**src/rtl/common_types_pkg.sv**
```systemverilog
// -----------------------------------------------------------------------------
// common_types_pkg
// Shared types for the memory stage: the data word type, RV32I load/store
// access sizes (funct3 encoding), the load/store unit FSM states and the
// fault classes reported on completion.
// -----------------------------------------------------------------------------
package common_types_pkg;

    typedef logic [31:0] word_t;

    // funct3 encoding of load/store size and signedness.
    typedef enum logic [2:0] {
        LS_B  = 3'b000,
        LS_H  = 3'b001,
        LS_W  = 3'b010,
        LS_BU = 3'b100,
        LS_HU = 3'b101
    } mem_size_t;

    typedef enum logic [1:0] {
        IDLE = 2'b00,
        BUS  = 2'b01,
        DONE = 2'b10
    } lsu_state_t;

    typedef enum logic [1:0] {
        FLT_NONE     = 2'b00,
        FLT_MISALIGN = 2'b01,
        FLT_TIMEOUT  = 2'b10,
        FLT_ILLEGAL  = 2'b11
    } lsu_fault_t;

endpackage

```
**src/rtl/lsu_align.sv**
```systemverilog
// -----------------------------------------------------------------------------
// lsu_align
// Purely combinational byte-lane helper for the load/store unit.
//   addr_lo_i      in  2   byte offset within the word
//   size_i         in  3   funct3 access size/sign
//   ren_i, wen_i   in  1   request direction (both high is illegal)
//   wdata_i        in  32  raw store data
//   rdata_i        in  32  raw bus read word
//   strobe_o       out 4   byte-lane enables
//   wdata_lanes_o  out 32  store data replicated across lanes
//   fault_o        out 2   fault class of the request (lsu_fault_t encoding)
//   rdata_ext_o    out 32  selected and sign/zero-extended load data
// -----------------------------------------------------------------------------
module lsu_align
    import common_types_pkg::*;
(
    input  logic [1:0]  addr_lo_i,
    input  logic [2:0]  size_i,
    input  logic        ren_i,
    input  logic        wen_i,
    input  logic [31:0] wdata_i,
    input  logic [31:0] rdata_i,
    output logic [3:0]  strobe_o,
    output logic [31:0] wdata_lanes_o,
    output logic [1:0]  fault_o,
    output logic [31:0] rdata_ext_o
);

    word_t       rdata_shifted;
    logic [7:0]  byte_sel;
    logic [15:0] half_sel;

    assign rdata_shifted = rdata_i >> {addr_lo_i, 3'b000};
    assign byte_sel      = rdata_shifted[7:0];
    assign half_sel      = addr_lo_i[1] ? rdata_i[31:16] : rdata_i[15:0];

    // size[1:0] alone decides the access width; signedness lives in size[2].
    always_comb begin
        strobe_o      = 4'b1111;
        wdata_lanes_o = wdata_i;
        case (size_i[1:0])
            2'b00: begin
                strobe_o      = 4'b0001 << addr_lo_i;
                wdata_lanes_o = {4{wdata_i[7:0]}};
            end
            2'b01: begin
                strobe_o      = 4'b0011 << addr_lo_i;
                wdata_lanes_o = {2{wdata_i[15:0]}};
            end
            default: begin
                strobe_o      = 4'b1111;
                wdata_lanes_o = wdata_i;
            end
        endcase
    end

    // Illegal checks take priority over alignment checks.
    always_comb begin
        fault_o = FLT_NONE;
        if ((ren_i && wen_i) || (size_i == 3'b011) || (size_i == 3'b110) ||
            (size_i == 3'b111) || (wen_i && size_i[2])) begin
            fault_o = FLT_ILLEGAL;
        end else if (((size_i[1:0] == 2'b01) && addr_lo_i[0]) ||
                     ((size_i[1:0] == 2'b10) && (addr_lo_i != 2'b00))) begin
            fault_o = FLT_MISALIGN;
        end
    end

    always_comb begin
        rdata_ext_o = '0;
        case (size_i)
            LS_B:    rdata_ext_o = {{24{byte_sel[7]}}, byte_sel};
            LS_H:    rdata_ext_o = {{16{half_sel[15]}}, half_sel};
            LS_W:    rdata_ext_o = rdata_i;
            LS_BU:   rdata_ext_o = {24'd0, byte_sel};
            LS_HU:   rdata_ext_o = {16'd0, half_sel};
            default: rdata_ext_o = '0;
        endcase
    end

endmodule

```
**src/rtl/load_store_unit.sv**
```systemverilog
// -----------------------------------------------------------------------------
// load_store_unit
// RV32I memory stage: turns an ALU effective address into a word-addressed
// data-memory bus access with byte lanes, extends load data, and reports
// misaligned, illegal and bus-timeout faults. Stalls the pipeline until the
// access completes.
//   CLK, nRST         clock (rising edge), asynchronous active-low reset
//   ls_ren/ls_wen     load/store request, held until ls_done is sampled
//   ls_addr/ls_wdata  effective address, store data
//   ls_size           funct3 size/sign
//   ls_rdata          extended load result, valid while ls_done
//   ls_done           one-cycle completion pulse
//   ls_fault          00 none, 01 misaligned, 10 timeout, 11 illegal
//   ls_busy           stall request to the pipeline
//   dmem_*            registered word-aligned bus request, dmem_rdata/ready in
// -----------------------------------------------------------------------------
module load_store_unit
    import common_types_pkg::*;
#(
    parameter int unsigned TIMEOUT_CYCLES = 255
) (
    input  logic        CLK,
    input  logic        nRST,
    input  logic        ls_ren,
    input  logic        ls_wen,
    input  logic [31:0] ls_addr,
    input  logic [31:0] ls_wdata,
    input  logic [2:0]  ls_size,
    output logic [31:0] ls_rdata,
    output logic        ls_done,
    output logic [1:0]  ls_fault,
    output logic        ls_busy,
    output logic        dmem_ren,
    output logic        dmem_wen,
    output logic [31:0] dmem_addr,
    output logic [31:0] dmem_wdata,
    output logic [3:0]  dmem_strobe,
    input  logic [31:0] dmem_rdata,
    input  logic        dmem_ready
);

    lsu_state_t  state_q, state_d;
    logic [1:0]  addr_lo_q, addr_lo_d;
    logic [2:0]  size_q, size_d;
    logic [31:0] cnt_q, cnt_d;

    logic        dmem_ren_q, dmem_ren_d;
    logic        dmem_wen_q, dmem_wen_d;
    word_t       dmem_addr_q, dmem_addr_d;
    word_t       dmem_wdata_q, dmem_wdata_d;
    logic [3:0]  dmem_strobe_q, dmem_strobe_d;

    logic        done_q, done_d;
    logic [1:0]  fault_q, fault_d;
    word_t       rdata_q, rdata_d;

    logic        req;
    logic [1:0]  align_addr_lo;
    logic [2:0]  align_size;
    logic [3:0]  align_strobe;
    word_t       align_wdata;
    logic [1:0]  align_fault;
    word_t       align_rdata;

    assign req = ls_ren | ls_wen;

    // One helper serves both phases: in IDLE it classifies the incoming
    // request, afterwards it extracts load data using the latched offset/size.
    assign align_addr_lo = (state_q == IDLE) ? ls_addr[1:0] : addr_lo_q;
    assign align_size    = (state_q == IDLE) ? ls_size      : size_q;

    lsu_align u_align (
        .addr_lo_i     (align_addr_lo),
        .size_i        (align_size),
        .ren_i         (ls_ren),
        .wen_i         (ls_wen),
        .wdata_i       (ls_wdata),
        .rdata_i       (dmem_rdata),
        .strobe_o      (align_strobe),
        .wdata_lanes_o (align_wdata),
        .fault_o       (align_fault),
        .rdata_ext_o   (align_rdata)
    );

    always_comb begin
        state_d       = state_q;
        addr_lo_d     = addr_lo_q;
        size_d        = size_q;
        cnt_d         = cnt_q;
        dmem_ren_d    = dmem_ren_q;
        dmem_wen_d    = dmem_wen_q;
        dmem_addr_d   = dmem_addr_q;
        dmem_wdata_d  = dmem_wdata_q;
        dmem_strobe_d = dmem_strobe_q;
        done_d        = 1'b0;
        fault_d       = FLT_NONE;
        rdata_d       = '0;

        case (state_q)
            IDLE: begin
                if (req) begin
                    addr_lo_d = ls_addr[1:0];
                    size_d    = ls_size;
                    if (align_fault != FLT_NONE) begin
                        state_d = DONE;
                        done_d  = 1'b1;
                        fault_d = align_fault;
                    end else begin
                        // Bus outputs are loaded here so they are valid on
                        // the first BUS cycle without a combinational path.
                        state_d       = BUS;
                        cnt_d         = '0;
                        dmem_ren_d    = ls_ren;
                        dmem_wen_d    = ls_wen;
                        dmem_addr_d   = {ls_addr[31:2], 2'b00};
                        dmem_wdata_d  = align_wdata;
                        dmem_strobe_d = align_strobe;
                    end
                end
            end
            BUS: begin
                if (dmem_ready || ((TIMEOUT_CYCLES != 0) &&
                                   (cnt_q == TIMEOUT_CYCLES - 32'd1))) begin
                    state_d       = DONE;
                    done_d        = 1'b1;
                    dmem_ren_d    = 1'b0;
                    dmem_wen_d    = 1'b0;
                    dmem_addr_d   = '0;
                    dmem_wdata_d  = '0;
                    dmem_strobe_d = '0;
                    // Ready on the limit cycle still counts as success.
                    if (dmem_ready) begin
                        rdata_d = dmem_ren_q ? align_rdata : '0;
                    end else begin
                        fault_d = FLT_TIMEOUT;
                    end
                end else if (TIMEOUT_CYCLES != 0) begin
                    cnt_d = cnt_q + 32'd1;
                end
            end
            DONE: begin
                state_d = IDLE;
            end
            default: begin
                state_d = IDLE;
            end
        endcase
    end

    always_ff @(posedge CLK or negedge nRST) begin
        if (!nRST) begin
            state_q       <= IDLE;
            addr_lo_q     <= '0;
            size_q        <= '0;
            cnt_q         <= '0;
            dmem_ren_q    <= 1'b0;
            dmem_wen_q    <= 1'b0;
            dmem_addr_q   <= '0;
            dmem_wdata_q  <= '0;
            dmem_strobe_q <= '0;
            done_q        <= 1'b0;
            fault_q       <= '0;
            rdata_q       <= '0;
        end else begin
            state_q       <= state_d;
            addr_lo_q     <= addr_lo_d;
            size_q        <= size_d;
            cnt_q         <= cnt_d;
            dmem_ren_q    <= dmem_ren_d;
            dmem_wen_q    <= dmem_wen_d;
            dmem_addr_q   <= dmem_addr_d;
            dmem_wdata_q  <= dmem_wdata_d;
            dmem_strobe_q <= dmem_strobe_d;
            done_q        <= done_d;
            fault_q       <= fault_d;
            rdata_q       <= rdata_d;
        end
    end

    // Stall while an access is in flight or being accepted; DONE releases
    // the pipeline so the requester can drop its request on ls_done.
    assign ls_busy     = (state_q == BUS) || ((state_q == IDLE) && req);

    assign ls_done     = done_q;
    assign ls_fault    = fault_q;
    assign ls_rdata    = rdata_q;
    assign dmem_ren    = dmem_ren_q;
    assign dmem_wen    = dmem_wen_q;
    assign dmem_addr   = dmem_addr_q;
    assign dmem_wdata  = dmem_wdata_q;
    assign dmem_strobe = dmem_strobe_q;

endmodule

```
**config.mk**
```make
export PLATFORM = sky130hd
export DESIGN_NAME = load_store_unit
export DESIGN_NICKNAME = d
export VERILOG_FILES = /design/src/rtl/common_types_pkg.sv /design/src/rtl/lsu_align.sv /design/src/rtl/load_store_unit.sv
export SDC_FILE = /design/constraint.sdc
export NUM_CORES = 1
export LEC_CHECK = 0
export CAP_MARGIN = 10
export CORE_UTILIZATION = 49
export CTS_BUF_LIST = sky130_fd_sc_hd__clkbuf_4
export DETAILED_ROUTE_END_ITERATION = 12
export GPL_TIMING_DRIVEN = 1
export PLACE_DENSITY = 0.9
export SLEW_MARGIN = 20
export SYNTH_ARGS = -nofsm -noshare
export SYNTH_HDL_FRONTEND = slang
export SYNTH_SLANG_ARGS = --single-unit
```
**constraint.sdc**
```tcl
create_clock -name CLK -period 3.2 [get_ports CLK]
set_input_delay 0.48 -clock CLK [delete_from_list [all_inputs] [get_ports CLK]]
set_output_delay 0.48 -clock CLK [all_outputs]
set_load 0.02 [all_outputs]
```
# After elaboration in Yosys (flattened, before gate mapping)

Cells that the tools add are included.

$add $sub $neg: 1
Eq/ne operators: 15
Shifts and indexed selects: 3
Muxes and demuxes: 47
Bitwise logic cells: 1
Reductions and logical operators: 22

Operators by type and width:

| cell                                                                   | count |
|---|---|
| 32-bit 2-to-1 mux                                                      | 12 |
| 32-bit case mux with 2 select lines                                    | 4 |
| 32-bit case mux with 5 select lines                                    | 1 |
| 32-bit by 1-bit adder with 32-bit output, second input constant        | 1 |
| 32-bit by 8-bit equality test with 1-bit output, second input constant | 1 |
| 32-bit by 5-bit >> shifter with 8-bit output                           | 1 |
| 2-bit 2-to-1 mux                                                       | 9 |
| 16-bit 2-to-1 mux                                                      | 1 |
| 4-bit case mux with 2 select lines                                     | 2 |
| 3-bit equality test, second input constant                             | 4 |
| 4-bit 2-to-1 mux                                                       | 3 |
| 1-bit 2-to-1 mux                                                       | 9 |
| 2-bit != test, second input constant                                   | 4 |
| 2-bit case mux with 2 select lines                                     | 2 |
| 4-bit AND reduction                                                    | 2 |
| 1-bit logical OR                                                       | 7 |
| 3-bit by 2-bit equality test with 1-bit output, second input constant  | 2 |
| 1-bit case mux with 2 select lines                                     | 3 |
| 2-bit nonzero test                                                     | 3 |
| 1-bit logical AND                                                      | 5 |
| 2-bit by 1-bit equality test with 1-bit output, second input constant  | 2 |
| 2-bit logical NOT                                                      | 2 |
| 2-bit AND reduction                                                    | 2 |
| 1-bit by 2-bit left shift with 4-bit output, first input constant      | 1 |
| 6 further kinds                                                        | 6 |

Bits in registers: 144
Bits of input ports: 104
Output and inout port bits: 106
Logic and storage cells: 101

# Logic depth before layout (Yosys ltp)

Gate-level depths: netlist of the first run.

Depth in word-level cells: 12
Gate-level depth with buffers: 11
Gate-level depth less buffers: 8

# Hierarchy

Synthesis of the first run repeated with hierarchy kept, for this count alone.

Cell total of the unflattened synthesis: 679
Area total of the unflattened synthesis: 7267.0 µm²

By module, submodules not included:

| module          | times used | cells each | area an instance (µm²) |
|---|---|---|---|
| load_store_unit | 1          | 500        | 5895.7 |
| lsu_align       | 1          | 179        | 1371.3 |

# Worst setup path after synthesis of the first run

No wires, ideal clock.

Path type: flip-flop to flip-flop
Start: reg state_q[0]
End: reg rdata_q[21], in the netlist ls_rdata[21]
Setup time: 0.136 ns
Arrival: 2.162 ns
Required time: 3.064 ns
Path slack: 0.901 ns
Cell stages (with the launch flop): 9
Clock period less this slack: 2.299 ns
Path through: dfrtp_1 -> buf_6 -> nor2_4 -> mux2i_1 -> mux4_2 -> nor2b_1 -> nor2_2 -> buf_2 -> a21oi_1

Cells in the longest elaborated chain, start to end: 8
Elaborated cells on any way between the ends: 16
Classes of those cells: eq/ne (5); shift (1); mux (8); reduce/logical (2)

Ends and longest elaborated chain:

| what                                                                 | RTL line                                     | text |
|---|---|---|
| start, declared                                                      | load_store_unit.sv:42                        | `lsu_state_t state_q, state_d;` |
| start signal, assigned                                               | load_store_unit.sv:165                       | `state_q <= state_d;` |
| 2-bit logical NOT                                                    | load_store_unit.sv:69, load_store_unit.sv:70 |  |
| 2-bit 2-to-1 mux or 3-bit 2-to-1 mux (tied branches)                 | load_store_unit.sv:69, load_store_unit.sv:70 |  |
| 32-bit by 5-bit >> shifter with 8-bit output (tied with other cells) | lsu_align.sv:33                              | `assign rdata_shifted = rdata_i >> {addr_lo_i, 3'b000};` |
| 32-bit case mux with 5 select lines                                  | lsu_align.sv:71                              | `case (size_i)` |
| 32-bit 2-to-1 mux                                                    | load_store_unit.sv:133                       | `rdata_d = dmem_ren_q ? align_rdata : '0;` |
| 32-bit 2-to-1 mux                                                    | load_store_unit.sv:132                       | `if (dmem_ready) begin` |
| 32-bit 2-to-1 mux                                                    | load_store_unit.sv:122                       | `if (dmem_ready \|\| ((TIMEOUT_CYCLES != 0) &&` |
| 32-bit 2-to-1 mux *                                                  | load_store_unit.sv:99                        | `case (state_q)` |
| named net rdata_d[21]                                                | load_store_unit.sv:55                        | `word_t rdata_q, rdata_d;` |
| end signal, assigned                                                 | load_store_unit.sv:176                       | `rdata_q <= rdata_d;` |
| end, declared                                                        | load_store_unit.sv:55                        |  |

Mark *: on every way through the listed nets, which the timed path passes. The rest lies on a longest branch.
A chain may end at the register's enable or synchronous reset.

# Worst setup path in the final report of the first run

Start: reg state_q[0]
End: reg rdata_q[17], in the netlist ls_rdata[17]

The elaborated chain is that of the path after synthesis.

==> results of run 1 <==
-- worst max-delay path, stage by stage (launching register included) --
cell	delay, ns
dfrtp_1	0.56
nor2_4	0.18
buf_4	0.21
mux2i_1	0.31
mux4_2	0.52
nor2b_1	0.17
nor2_2	0.56
a21oi_1	0.18
-- power groups by stage --
stage / registers (W) / clock network, W / logic [W]
after CTS: 0.00270 / 0.00128 / 0.00491
final: 0.00271 / 0.00126 / 0.00492
after global placement: 0.00271 / 0 / 0.00477
after global routing: 0.00277 / 0.00136 / 0.00529
after floorplan: 0.00323 / 0 / 0.00258
after detailed placement: 0.00273 / 0 / 0.00490
-- flip-flops by register name (all words and copies together), names as in the netlist --
| register | count |
|---|---|
| dmem_ren | 1 |
| dmem_wen | 1 |
| ls_done | 1 |
| dmem_wdata | 32 |
| addr_lo_q | 2 |
| cnt_q | 32 |
| dmem_addr | 30 |
| state_q | 2 |
| size_q | 3 |
| ls_fault | 2 |
| dmem_strobe | 4 |
| ls_rdata | 32 |
-- metal layers --
metal  vias up  global-route usage, %  routed length (µm)
met5         -                      0                   0
met4         0                   11.7                 572
met3        47                   6.74                1290
met2       256                   41.9                9180
met1      2965                   33.4                7860
li1       2922                      -                   -
-- through the flow --
step                worst slack [ns]  std cells  power, W
floorplan                      0.901        721   0.00582
global placement               0.302       1085   0.00748
detailed placement             0.206       1085   0.00762
CTS                           0.0624       1117   0.00890
global route                   0.209       1119   0.00943
finish                         0.330       1120   0.00889
-- cell type report --
class | count | area (µm²) | area share (%)
Sequential cell | 142 | 3550 | 36.9
Multi-Input combinational cell | 491 | 3130 | 32.4
Timing Repair Buffer | 229 | 2250 | 23.4
Tap cell | 180 | 225 | 2.34
Clock inverter | 13 | 171 | 1.78
Inverter | 45 | 169 | 1.75
Clock buffer | 18 | 135 | 1.40
Antenna cell | 2 | 5.00 | 0.0519
-- cells in the mapped netlist, drive strengths merged, types with 7 or more instances --
cell type  number
a211oi          8
nand2         115
or3            20
xnor2           7
a22oi          12
a21oi          68
mux2           34
inv            45
nor2           39
mux2i          60
nor4            8
nor3            9
and3            7
o21ai          29
nand4           8
dfrtp         142
nand3          14
clkbuf         21
buf            22
-- repair_timing --
action	4_1_cts	5_1_grt
buffers inserted	0	1
hold endpoints to repair	64	0
setup endpoints to repair	0	1
resized for setup	0	0
hold buffers	1	0
-- cells by family after synthesis --
kind of cell    after synthesis  synth area share (%)
compound gates              141                  12.0
xor+xnor                      7                 0.868
fa+ha+maj                     2                 0.354
buf+inv                      88                  5.69
flops                       142                  50.3
mux                          95                  14.2
other cells                   1                0.0531
simple gates                244                  16.5
-- worst min path at each step --
stage | to | from | slack (ns)
2_1_floorplan | addr_lo_q[0]$_DFFE_PN0P_ | nRST | 0.18
3_3_place_gp | dmem_strobe[1]$_DFFE_PN0P_ | dmem_strobe[1]$_DFFE_PN0P_ | 0.47
3_5_place_dp | dmem_wdata[12]$_DFFE_PN0P_ | dmem_wdata[12]$_DFFE_PN0P_ | 0.49
4_1_cts | dmem_addr[12]$_DFFE_PN0P_ | ls_addr[12] | 0.43
5_1_grt | dmem_addr[9]$_DFFE_PN0P_ | ls_addr[9] | 0.42
6_report | dmem_wdata[2]$_DFFE_PN0P_ | nRST | 0.46
-- placed cells by master, fill, tap and decap left out, drive strengths merged, types with 6 or more instances in the layout --
| cell | n |
|---|---|
| clkdlybuf4s50 | 206 |
| dfrtp | 142 |
| nand2 | 115 |
| a21oi | 68 |
| mux2i | 60 |
| inv | 46 |
| nor2 | 39 |
| mux2 | 34 |
| o21ai | 29 |
| buf | 22 |
| or3 | 20 |
| clkbuf | 18 |
| nand3 | 14 |
| a22oi | 12 |
| nor3 | 9 |
| nor4 | 8 |
| nand4 | 8 |
| a211oi | 8 |
| and3 | 7 |
| xnor2 | 7 |
| clkinv | 7 |
| and4 | 6 |
| or4 | 6 |
==> results by stage, run 1 <==
Global route:
- The overall global routing resource usage is 26.2%.
- The first-pass GRT wire length is 30,000 µm.
- Summed over all layers, the global routing overflow is 0.
- The pin count of the biggest net entering global routing is 68.
- The number of global-route vias before repair is about 6,000.
- The initial antenna violation count is 2.

Timing:
- The clock period could shrink to approximately 2.9 ns.
- The worst hold slack after final layout is between 0.4 and 0.5 ns.
- The final sum of negative setup slack is 0 ns.
- The achievable clock frequency is about 0.35 GHz.
- Setup repair after global routing left no endpoint under its margin.
- The relative slew slack is approximately half.
- Setup violations remaining at the end of the flow were counted as 0.
- The post-route fraction of the period consumed by the critical path is between 80% and 90%.
- The number of hold violations in the final report is 0.
- The final count of pins violating max slew is 0.
- Across the routed clock network, the largest skew measured is about 0.021 ns.
- For the pin with the worst max-slew slack, the measured transition is roughly 0.76 ns.

Synthesis:
- The fraction of post-synthesis cell area in the top cell type by area is 50.3%.
- Among all flip-flop cells after synthesis, the most frequent one is dfrtp_1.
- The count of warnings emitted by yosys is 0.
- The post-synthesis sequential element count is 142.
- The post-synthesis cell area is 7060 µm².
- The count of unique library cells instantiated by Yosys is 56.
- The average instance area after synthesis is 9.81 µm².
- The count of mapped cells out of synthesis is slightly above 700.
- The async set or reset register ratio after synthesis is between 90% and 100%.
- The number of enable flip-flop cells after synthesis is 0.
- In the post-synthesis netlist, the biggest area contributors are dfrtp_1, mux2i_1, nand2_1.
- The post-synthesis cell type with the largest combined area is dfrtp_1.
- Of the synthesized area, sequential elements account for approximately half.

Floorplan:
- The die extent in y is 122 µm.
- The count of standard-cell rows is between 40 and 50.
- The total core area is 14,000 µm².
- Once the floorplan was initialized, standard cells occupied 50.5% of the core.
- between 200 and 250 I/O pins were placed.
- From left edge to right edge, the die measures about 120 µm.
- The die covers roughly 15,000 µm².

Finish:
- The share of the core filled with cells is a little under 70%.
- The fraction of final layout cells with drive strength greater than 1 is under 10%.
- The final design area excluding fillers is slightly below 10,000 µm².
- The area growth from synthesis to layout is 36.5%.
- The net count of the finished layout is between 1,000 and 1,500.
- Fill cells in the final layout number approximately 1,100.

Place:
- Detailed placement finished with a half-perimeter wire length of between 10,000 and 15,000 µm.
- In this run the cell area measured after placement is between 9000 and 10,000 µm².
- The count of buffers added on input and output ports is 207.
- Routability-driven placement finished with a final weighted congestion of approximately 0.86.

Clock tree:
- Clock-pin slew was measured on the worst setup and hold paths at between 0.1 and 0.15 ns.
- The clock net in this run drives a total of 142 sinks.
- The clock latency reported for the late side of the worst-skew pair is ~0.56 ns.
- The CTS H-tree depth is 4.
- The number of clock buffers added by TritonCTS is 17.
- The root buffer cell is clkbuf_4.
- No sink is reached through more buffers than the 2 on the longest clock path.
- TritonCTS built the clock tree.

Critical path:
- In this run the critical register-to-register path is captured at ls_rdata[17]$_DFF_PN0_.
- In this run the worst path has a maximum fanout of 16.
- Setup slack on the worst reg-to-reg path comes out at between 0.3 and 0.4 ns.
- The critical path in this run is classified as flip-flop to flip-flop.
- The origin of the critical flop-to-flop path is state_q[0]$_DFFE_PN0P_.
- The type of element capturing the critical path is a flip-flop.
- The most critical setup path has its endpoint at ls_rdata[17]$_DFF_PN0_.
- The type of origin of the critical path is a flip-flop.
- The data arrival at the endpoint of the critical path is between 3 and 4 ns.
- In this run the worst setup path begins at state_q[0]$_DFFE_PN0P_.
- The worst register-to-register path has a depth of 7.
- For the worst setup path, the data required time is roughly 3.6 ns.

Route:
- The number of search-and-repair iterations in the first detailed-routing pass is 5.
- In this run the remaining antenna-violating nets after routing total 0.
- The routed layout has between 6,000 and 7,000 vias.
- In the routed design, unresolved DRC markers number 0.
- In the routed layout, each cell is associated on average with a via count of roughly 5.5.
- The detailed-route wire length is approximately 19,000 µm.
- The final routed wire length divided by cell count is 16.9 µm.
- The number of DRC markers in iteration 0 is 600.

Power:
- In this run the power spent charging and discharging nets is around 0.0037 W.
- In this run switching power makes up between 40% and 50% of total power.
- The worst voltage drop across the vdd grid is 519 µV.
- The static leakage is 4.24 nW.
- Registers are responsible for between 30% and 40% of the overall power.
- The share of total power dissipated in the clock network is between 10 and 15%.
- The total internal power is between 0.005 and 0.006 W.
- In this run the power density over the cells is between 900 and 1000 nW/µm².
- Combinational logic is responsible for between 50% and 60% of the overall power.

Flow run:
- The max-capacitance violation count is 0.

Run status:
- The run finished with clean final reports.

Hold path:
- The path class of the tightest hold or removal check is input pin to asynchronous set/reset pin.
Power figures use the tool's default switching activity.
==> inputs of run 2 (changes only) <==
Settings changed: CORE_UTILIZATION 49 to 45, CTS_CLUSTER_SIZE set to 25, PLACE_DENSITY 0.9 to 0.84.
==> run 2 against run 1 <==
Effect of this change:
- cell count increased by 2.9%
- clock-buffer cell count decreased by 1
- critical endpoint is now ls_busy
- via count increased by 0.31%
- sequential cell count unchanged
- clock skew about the same
- routed wire length increased by 0.43%
- global-route usage decreased by 2.3 points
- worst setup slack got worse by 0.17 ns
- maximum frequency decreased by 5.5%
- utilization decreased by 5.7 points
==> results by stage, run 2 (synthesis results as in run 1) <==
Global route:
- The initial antenna violation count is 3 (+1).
- The pin count of the biggest net entering global routing came to 83 (+22%).
- The first-pass GRT wire length is 30,200 µm (+0.62%).
- The number of global-route vias before repair came to 6,013 (-0.10%).
- The overall global routing resource usage was 23.9% (-2.3 points).
- The leftover overflow at the end of global routing is 0 (unchanged).

Route:
- The post-route antenna net violation count is 0 (unchanged).
- The final routed wire length divided by cell count is 16.5 µm (-2.4%).
- The number of search-and-repair iterations in the first detailed-routing pass is 6 (+1).
- The number of DRC markers in iteration 0 is 510 (-15%).
- The detailed-route wire length is 19,000 µm (+0.43%).
- The total via count in the routed design is 6,209 (+0.31%).
- The post-detailed-route via-to-cell ratio is 5.39 (-2.6%).
- The post-detailed-route DRC marker count was 0 (unchanged).

Critical path:
- The required time reported for the critical path endpoint is 2.72 ns (-0.87 ns).
- The largest fanout on the critical path came to 12 (-4).
- The critical path is of the flip-flop to output port type.
- The type of origin of the critical path is a flip-flop.
- The type of element capturing the critical path is an output port.
- The data arrival at the endpoint of the critical path is 2.56 ns (-0.70 ns).

Power:
- The power per unit of standard cell area was 901 nW/µm² (-2.2%).
- The worst voltage drop across the vdd grid is 413 µV (-20%).
- The portion of total power attributed to combinational logic is 57.1% (+1.7 points).
- The total design power is 0.00870 W (-2.1%).
- The static leakage is 4.22 nW (-0.44%).
- The switching power summed over all nets was 0.00368 W (+0.28%).
- The fraction of power consumed by sequential logic is 31.2% (+0.7 points).
- The total internal power is 0.00501 W (-3.8%).
- The switching share of power came to 42.4% (+1.0 points).
- The relative contribution of the clock network to total power is 11.7% (-2.5 points).

Timing:
- The final critical path time including I/O delays and setup is 3.04 ns (+0.166 ns).
- The relative slew slack is 45.9% (-2.9 points).
- The slew at the pin closest to its max-slew limit is 0.805 ns (+0.0425 ns).
- The final count of pins violating max slew came to 0 (unchanged).
- The largest clock skew in the final design was 0.0212 ns (-0.0000535 ns).
- The post-route fraction of the period consumed by the critical path came to 94.9% (+5.2 points).
- The final sum of negative setup slack is 0 ns (unchanged).
- The achievable clock frequency is 0.329 GHz (-5.5%).
- Setup repair after global routing left no endpoint under its margin.
- The total of endpoints with negative setup slack in the final report is 0 (unchanged).
- The number of hold violations in the final report is 0 (unchanged).
- The final critical-path setup slack came to 0.165 ns (-0.166 ns).

Floorplan:
- The count of standard-cell rows is 45 (+4.7%).
- The chip width is 127 µm (+4.3%).
- The die outline area came to 16,200 µm² (+8.7%).
- The total core area is 15,300 µm² (+9.1%).
- The die extent in y is 127 µm (+4.3%).
- The initial cell density of the core is 46.3% (-4.2 points).
- The number of top-level design ports is 210 (unchanged).

Clock tree:
- The count of cells resized by post-cts repair is 0 (unchanged).
- The root buffer cell is clkbuf_4.
- The post-CTS clock slew at the launch and capture registers of the worst setup and hold paths is 0.12 ns (about the same).
- The total clock buffers created by CTS came to 17 (unchanged).
- The worst-case clock buffer depth is 2 (unchanged).
- The CTS H-tree depth is 4 (unchanged).
- The clock net sink count is 142 (unchanged).
- TritonCTS built the clock tree.
- The clock latency reported for the late side of the worst-skew pair was 0.57 ns (about the same).

Place:
- The HPWL after detailed placement is 13,800 µm (+1.6%).
- The port buffer count is 207 (unchanged).
- The placement-stage worst setup slack is 0.255 ns (+0.0495 ns).
- The instance count after placement with tap cells included is 1,119 (+3.1%).
- The routability congestion estimate is 0.875 (+2.0%).

Flow run:
- The max-capacitance violation count is 0 (unchanged).

Finish:
- The fraction of final layout cells with drive strength greater than 1 is 10.0% (+0.19 points).
- The most common cell after layout, fill and taps aside is clkdlybuf4s50_1.
- The post-layout instance count excluding filler cells was 1,153 (+2.9%).
- The share of the core filled with cells was 63.2% (-5.7 points).
- The top cell types in the final layout, fill and taps aside, are clkdlybuf4s50_1, dfrtp_1, nand2_1, a21oi_1, mux2i_1.
- The area growth from synthesis to final layout is 36.6% (about the same).
- The net total in the final layout was 1,034 (+0.19%).

Run status:
- The flow ran to the end, and the final reports show no timing, DRC or antenna violations.

Hold path:
- The class of the most critical hold timing path is input pin to flip-flop.
[run 2: path summary, 6_finish.rpt]
| check | start | end | slack (ns) | depth (start not counted) |
|---|---|---|---|---|
| worst max-delay path | state_q[0]$_DFFE_PN0P_ | ls_busy | 0.16 | 5 |
| worst min-delay path | ls_addr[4] | dmem_addr[4]$_DFFE_PN0P_ | 0.45 | 3 |
| worst max register to register | state_q[0]$_DFFE_PN0P_ | cnt_q[29]$_DFFE_PN0P_ | 0.39 | 8 |
| worst min register to register | dmem_wdata[27]$_DFFE_PN0P_ | dmem_wdata[27]$_DFFE_PN0P_ | 0.52 | 1 |
| max in group asynchronous | nRST | dmem_addr[11]$_DFFE_PN0P_ | 1.90 | 3 |
| min in group asynchronous | nRST | dmem_wdata[1]$_DFFE_PN0P_ | 0.51 | 2 |
[run 2: metrics by stage]
stage	hold WS, ns	area, µm²
6_report	0.453	9650
2_1_floorplan	0.184	7070
3_3_place_gp	0.478	9400
4_1_cts	0.425	9640
5_1_grt	0.433	9640
3_5_place_dp	0.491	9400
[run 2: critical path, stage by stage (launching register included)]
cell             delay (ns)
dfrtp_1                0.57
nor2_4                 0.37
o21ai_1                0.13
buf_4                  0.21
nand2_1                0.07
clkdlybuf4s50_1        0.65
[run 2: power groups by stage]
stage	Sequential, W	Clock [W]	Combinational [W]
detailed placement	0.00274	0	0.00496
finish	0.00271	0.00102	0.00496
CTS	0.00271	0.00104	0.00498
floorplan	0.00323	0	0.00258
global placement	0.00273	0	0.00486
global route	0.00278	0.00112	0.00533
[run 2: final cells by class]
class                   count  area (µm²)
clock buffers              17         128
well taps                 211         264
repair buffers            231        2290
fillers                  1230        5610
flip-flops and latches    142        3550
diodes                      2        5.00
inverters                  45         169
multi-input cells         491        3130
clock inverters            14         103
[run 2: what timing repair did]
action	4_1_cts	5_1_grt
setup buffers	0	0
hold endpoints to repair	80	0
hold buffers	1	0
[run 2: routing by layer]
layer	part of all wire (%)	wire length (µm)	track usage [%]
met1	43	8240	31.6
met2	47	8960	37.6
met3	6.3	1190	5.11
met4	3.0	566	11.0
met5	0.074	14	0
==> variant 1: new RTL, settings of run 2 <==
Re-encode `lsu_state_t` (3 states) as one-hot, 3 bits wide.
--- a/src/rtl/common_types_pkg.sv
+++ b/src/rtl/common_types_pkg.sv
@@ -18,8 +18,8 @@
     } mem_size_t;
 
-    typedef enum logic [1:0] {
-        IDLE = 2'b00,
-        BUS  = 2'b01,
-        DONE = 2'b10
+    typedef enum logic [2:0] {
+        IDLE = 3'b001,
+        BUS  = 3'b010,
+        DONE = 3'b100
     } lsu_state_t;
 
Check against the original RTL: same outputs for any inputs over 4 cycles, from zero or initial values and one cycle with nRST low; so few cycles prove little.
==> variant 1 against run 2 <==
- non-clock buffer count up 6
- global-route usage is 1.9 points higher
- area after synthesis shrank 4.7%
- setup slack better by 0.15 ns
- worst hold slack better by 0.011 ns
- design area shrank 2.5%
- routed wire length rose by 3.9%
- cell count decreased by 11%
- register-to-register slack about the same
- total power down 15%
- sequential cell count increased by 1
==> variant 1: results (changes against run 2) <==
[worst_setup_path]
cp-startpoint = state_q[0]  ; unchanged
arrival_ns = 2.41  ; was 2.56 ns
critPathMaxStageDelay_ns = 0.57  ; was 0.65 ns
worstReg2RegStart = cnt_q[0]  ; was state_q[0]
cp_max_fo = 16  ; was 12
crit_slowest_cell = dfstp_2  ; was clkdlybuf4s50_1

[place]
io_buffers = 207  ; unchanged
placed_area_sq_um = 9090  ; was 9400 sq um
hpwl_um = 14100  ; was 13800 um
dpl_worst_slack_ns = -0.0115  ; was 0.255 ns
gp_congestion = 0.920  ; was 0.875

[yosys]
ys_seq_area_frac = 0.532  ; was 0.503
synth_cell_types = 64  ; was 56
postSynthAreaPerCell_sq_um = 11.0  ; was 9.81 sq um
yosys.area_share.adder = 0.00372  ; was 0.00354
async_flop_share = 1.00  ; unchanged
synth-compound-area-share = 0.195  ; was 0.120
muxShareOfSynthArea = 0.0736  ; was 0.142
yosys-top-cells-count = dfrtp_1, a22o_1, nor2_1  ; was dfrtp_1, nand2_1, a21oi_1
synth_xor_area_frac = 0.0247  ; was 0.00868
synth_area_leaders = dfrtp_1, a22o_1, mux2i_1, mux2_2, nor2_1  ; was dfrtp_1, mux2i_1, nand2_1, a21oi_1, mux2_2

[route]
drt-total-wl_um = 19700  ; was 19000 um
drt-pass1-iter-count = 5  ; was 6
vias_per_cell = 5.80  ; was 5.39
first_iter_violations = 448  ; was 510

[finish]
final_layout_size_suffix_gt1_frac = 0.115  ; was 0.100
seq_cells = 143  ; was 142
antenna_cells = 0  ; was 2
nFillCells = 1059  ; was 1230
buffers = 237  ; was 231
fin_nets = 930  ; was 1034
inv_count = 7  ; was 45
multi_input_gates = 418  ; was 491
sh_seq_area = 0.381  ; was 0.368
layout.nonclk_buf_frac = 0.247  ; was 0.238
syn2layout_area_growth_pct = 39.8  ; was 36.6%
multi_input_area_sq_um = 2960  ; was 3130 sq um

[clock_tree]
numCtsBuffers = 17  ; unchanged
cts_htree_levels = 4  ; unchanged
cts_setup_buffers = 0  ; unchanged
cts-resized-gates = 1  ; was 0

[sta]
max_slew_margin = 0.443  ; was 0.459
worst_clock_skew_ns = 0.0175  ; was 0.0212 ns

[pwr]
pg_comb_w = 0.00361  ; was 0.00496 W
p_leak_nw = 4.09  ; was 4.22 nW
combPwrFrac = 0.486  ; was 0.571
p_sw_w = 0.00295  ; was 0.00368 W
peakVddDrop_v = 0.000354  ; was 0.000413 V

[global_routing]
grt_antenna_before_repair = 0  ; was 3
grt_pass1_wl_um = 31300  ; was 30200 um
grt_max_degree = 80  ; was 83
grt.total_usage = 0.257  ; was 0.239
grt_pass1_vias = 5928  ; was 6013

[outcome]
status = finished clean  ; unchanged

[min_path]
hp-class = in -> async  ; was in -> reg

==> variant 1: changes by cell type after synthesis, moves of 18 or more <==
cell / run 2 / this run
or3_1: 20 / 2
o21ai_0: 28 / 9
a22o_1: 5 / 51
mux2i_1: 60 / 27
inv_1: 45 / 7
a21oi_1: 68 / 32
nand2_1: 115 / 40
==> variant 1: per-layer routing <==
layer  global-route usage  part of all wire
met4                0.121             0.032
met5                    0                 0
met2                0.428              0.50
met1                0.320              0.41
met3               0.0533             0.061
==> variant 1: path summary, 6_finish.rpt <==
path	cells after the start	slack, ns	end
min in group CLK	3	0.48	ls_rdata[18]
hold reg to reg	1	0.51	dmem_wdata[14]
max in group asynchronous	3	1.91	dmem_addr[12]
setup / recovery	6	0.31	ls_busy
hold / removal	2	0.46	dmem_wdata[27]
setup reg to reg	8	0.39	dmem_addr[9]
==> variant 1: stage by stage <==
step                      hold WS [ns]  cells
final                            0.464   1021
after floorplan                  0.184    611
after global placement           0.473    987
after detailed placement         0.473    987
after CTS                        0.430   1020
after global routing             0.439   1021
==> variant 2: new RTL, flow settings as in run 2 <==
Made on the original files. Change the parameter `TIMEOUT_CYCLES` from 255 to 127.
--- a/src/rtl/load_store_unit.sv
+++ b/src/rtl/load_store_unit.sv
@@ -18,5 +18,5 @@
     import common_types_pkg::*;
 #(
-    parameter int unsigned TIMEOUT_CYCLES = 255
+    parameter int unsigned TIMEOUT_CYCLES = 127
 ) (
     input  logic        CLK,
Behaviour: same outputs for any inputs over 4 cycles, from zero or initial values and one cycle with nRST low; that may be too few to reach the edited logic, so the function may still have changed.
==> variant 2 against run 2 <==
- sequential cell count unchanged
- fmax increased by 13%
- routed wire length decreased by 1.9%
- total power decreased by 7.0%
- setup slack improved by 0.36 ns
- design area decreased by 0.44%
- utilization increased by 0.19 points
- area after synthesis decreased by 1.4%
- clock skew decreased by 0.0050 ns
==> variant 2: results (changes against run 2) <==
[sta]
worst_clock_skew_ns = 0.0162  ; was 0.0212 ns
fmax_ghz = 0.374  ; was 0.329 GHz
hold_ws_ns = 0.458  ; was 0.453 ns
max_slew_margin = 0.449  ; was 0.459

[pwr]
powerClk_w = 0.00123  ; was 0.00102 W
switching_share = 0.398  ; was 0.424
peakVddDrop_v = 0.000502  ; was 0.000413 V
total_power_w = 0.00808  ; was 0.00870 W
p_leak_nw = 4.18  ; was 4.22 nW
combPwrFrac = 0.518  ; was 0.571

[global_routing]
grt_antenna_before_repair = 0  ; was 3

[route]
wl_met3_um = 1040  ; was 1190 um
route.met2.wl_um = 9050  ; was 8960 um
first_iter_violations = 440  ; was 510
maxUsedRoutingLayer = met4  ; was met5

[min_path]
worstHoldStart = ls_addr[14]  ; was ls_addr[4]

[yosys]
synth_area_leaders = dfrtp_1, mux2i_1, mux2_2, nand2_1, nor2_1  ; was dfrtp_1, mux2i_1, nand2_1, a21oi_1, mux2_2
ys_seq_area_frac = 0.510  ; was 0.503
muxShareOfSynthArea = 0.164  ; was 0.142
synth-compound-area-share = 0.0782  ; was 0.120
synth_xor_area_frac = 0.0340  ; was 0.00868

[finish]
fin_nets = 996  ; was 1034
final_layout_size_suffix_gt1_frac = 0.128  ; was 0.100

[worst_setup_path]
crit_slowest_cell = o22ai_1  ; was clkdlybuf4s50_1
cp_top_family = compound AO/OA/AOI/OAI gates  ; was buffers and inverters

[die]
die_x_um = 126  ; was 127 um

[place]
placed_area_sq_um = 9290  ; was 9400 sq um
gp_congestion = 0.788  ; was 0.875
dpl_worst_slack_ns = 0.127  ; was 0.255 ns

[outcome]
status = finished clean  ; unchanged

-- variant 2: cell count changes after synthesis, moves of 5 or more --
cell / change
mux2_2: +12
inv_1: +7
nand2_1: -21
a222oi_1: +5
a22o_1: -5
xnor2_1: +20
nor4_2: +8
or3_1: -17
o21ai_0: -24
nor2_1: +28
nand3_1: -9
a21oi_1: -27
-- variant 2: cell type report --
cell class,count,area share
tap,188,0.0245
sequential,142,0.370
clock inverter,14,0.0176
inverter,52,0.0203
multi-input combinational,447,0.317
timing repair buffer,230,0.237
clock buffer,18,0.0141
-- variant 2: worst max path at each step --
stage                               end  cells after the start
after floorplan            ls_rdata[20]                      7
after detailed placement  dmem_addr[25]                      9
final                       ls_rdata[1]                      8
after CTS                   ls_rdata[1]                      8
after global routing      dmem_addr[10]                     10
after global placement    dmem_addr[15]                      9
-- variant 2: routing by layer --
metal  up-vias  track usage
li1       2757            -
met2       250        0.391
met3        41       0.0544
met5         -            0
met1      2856        0.314
met4         0        0.106
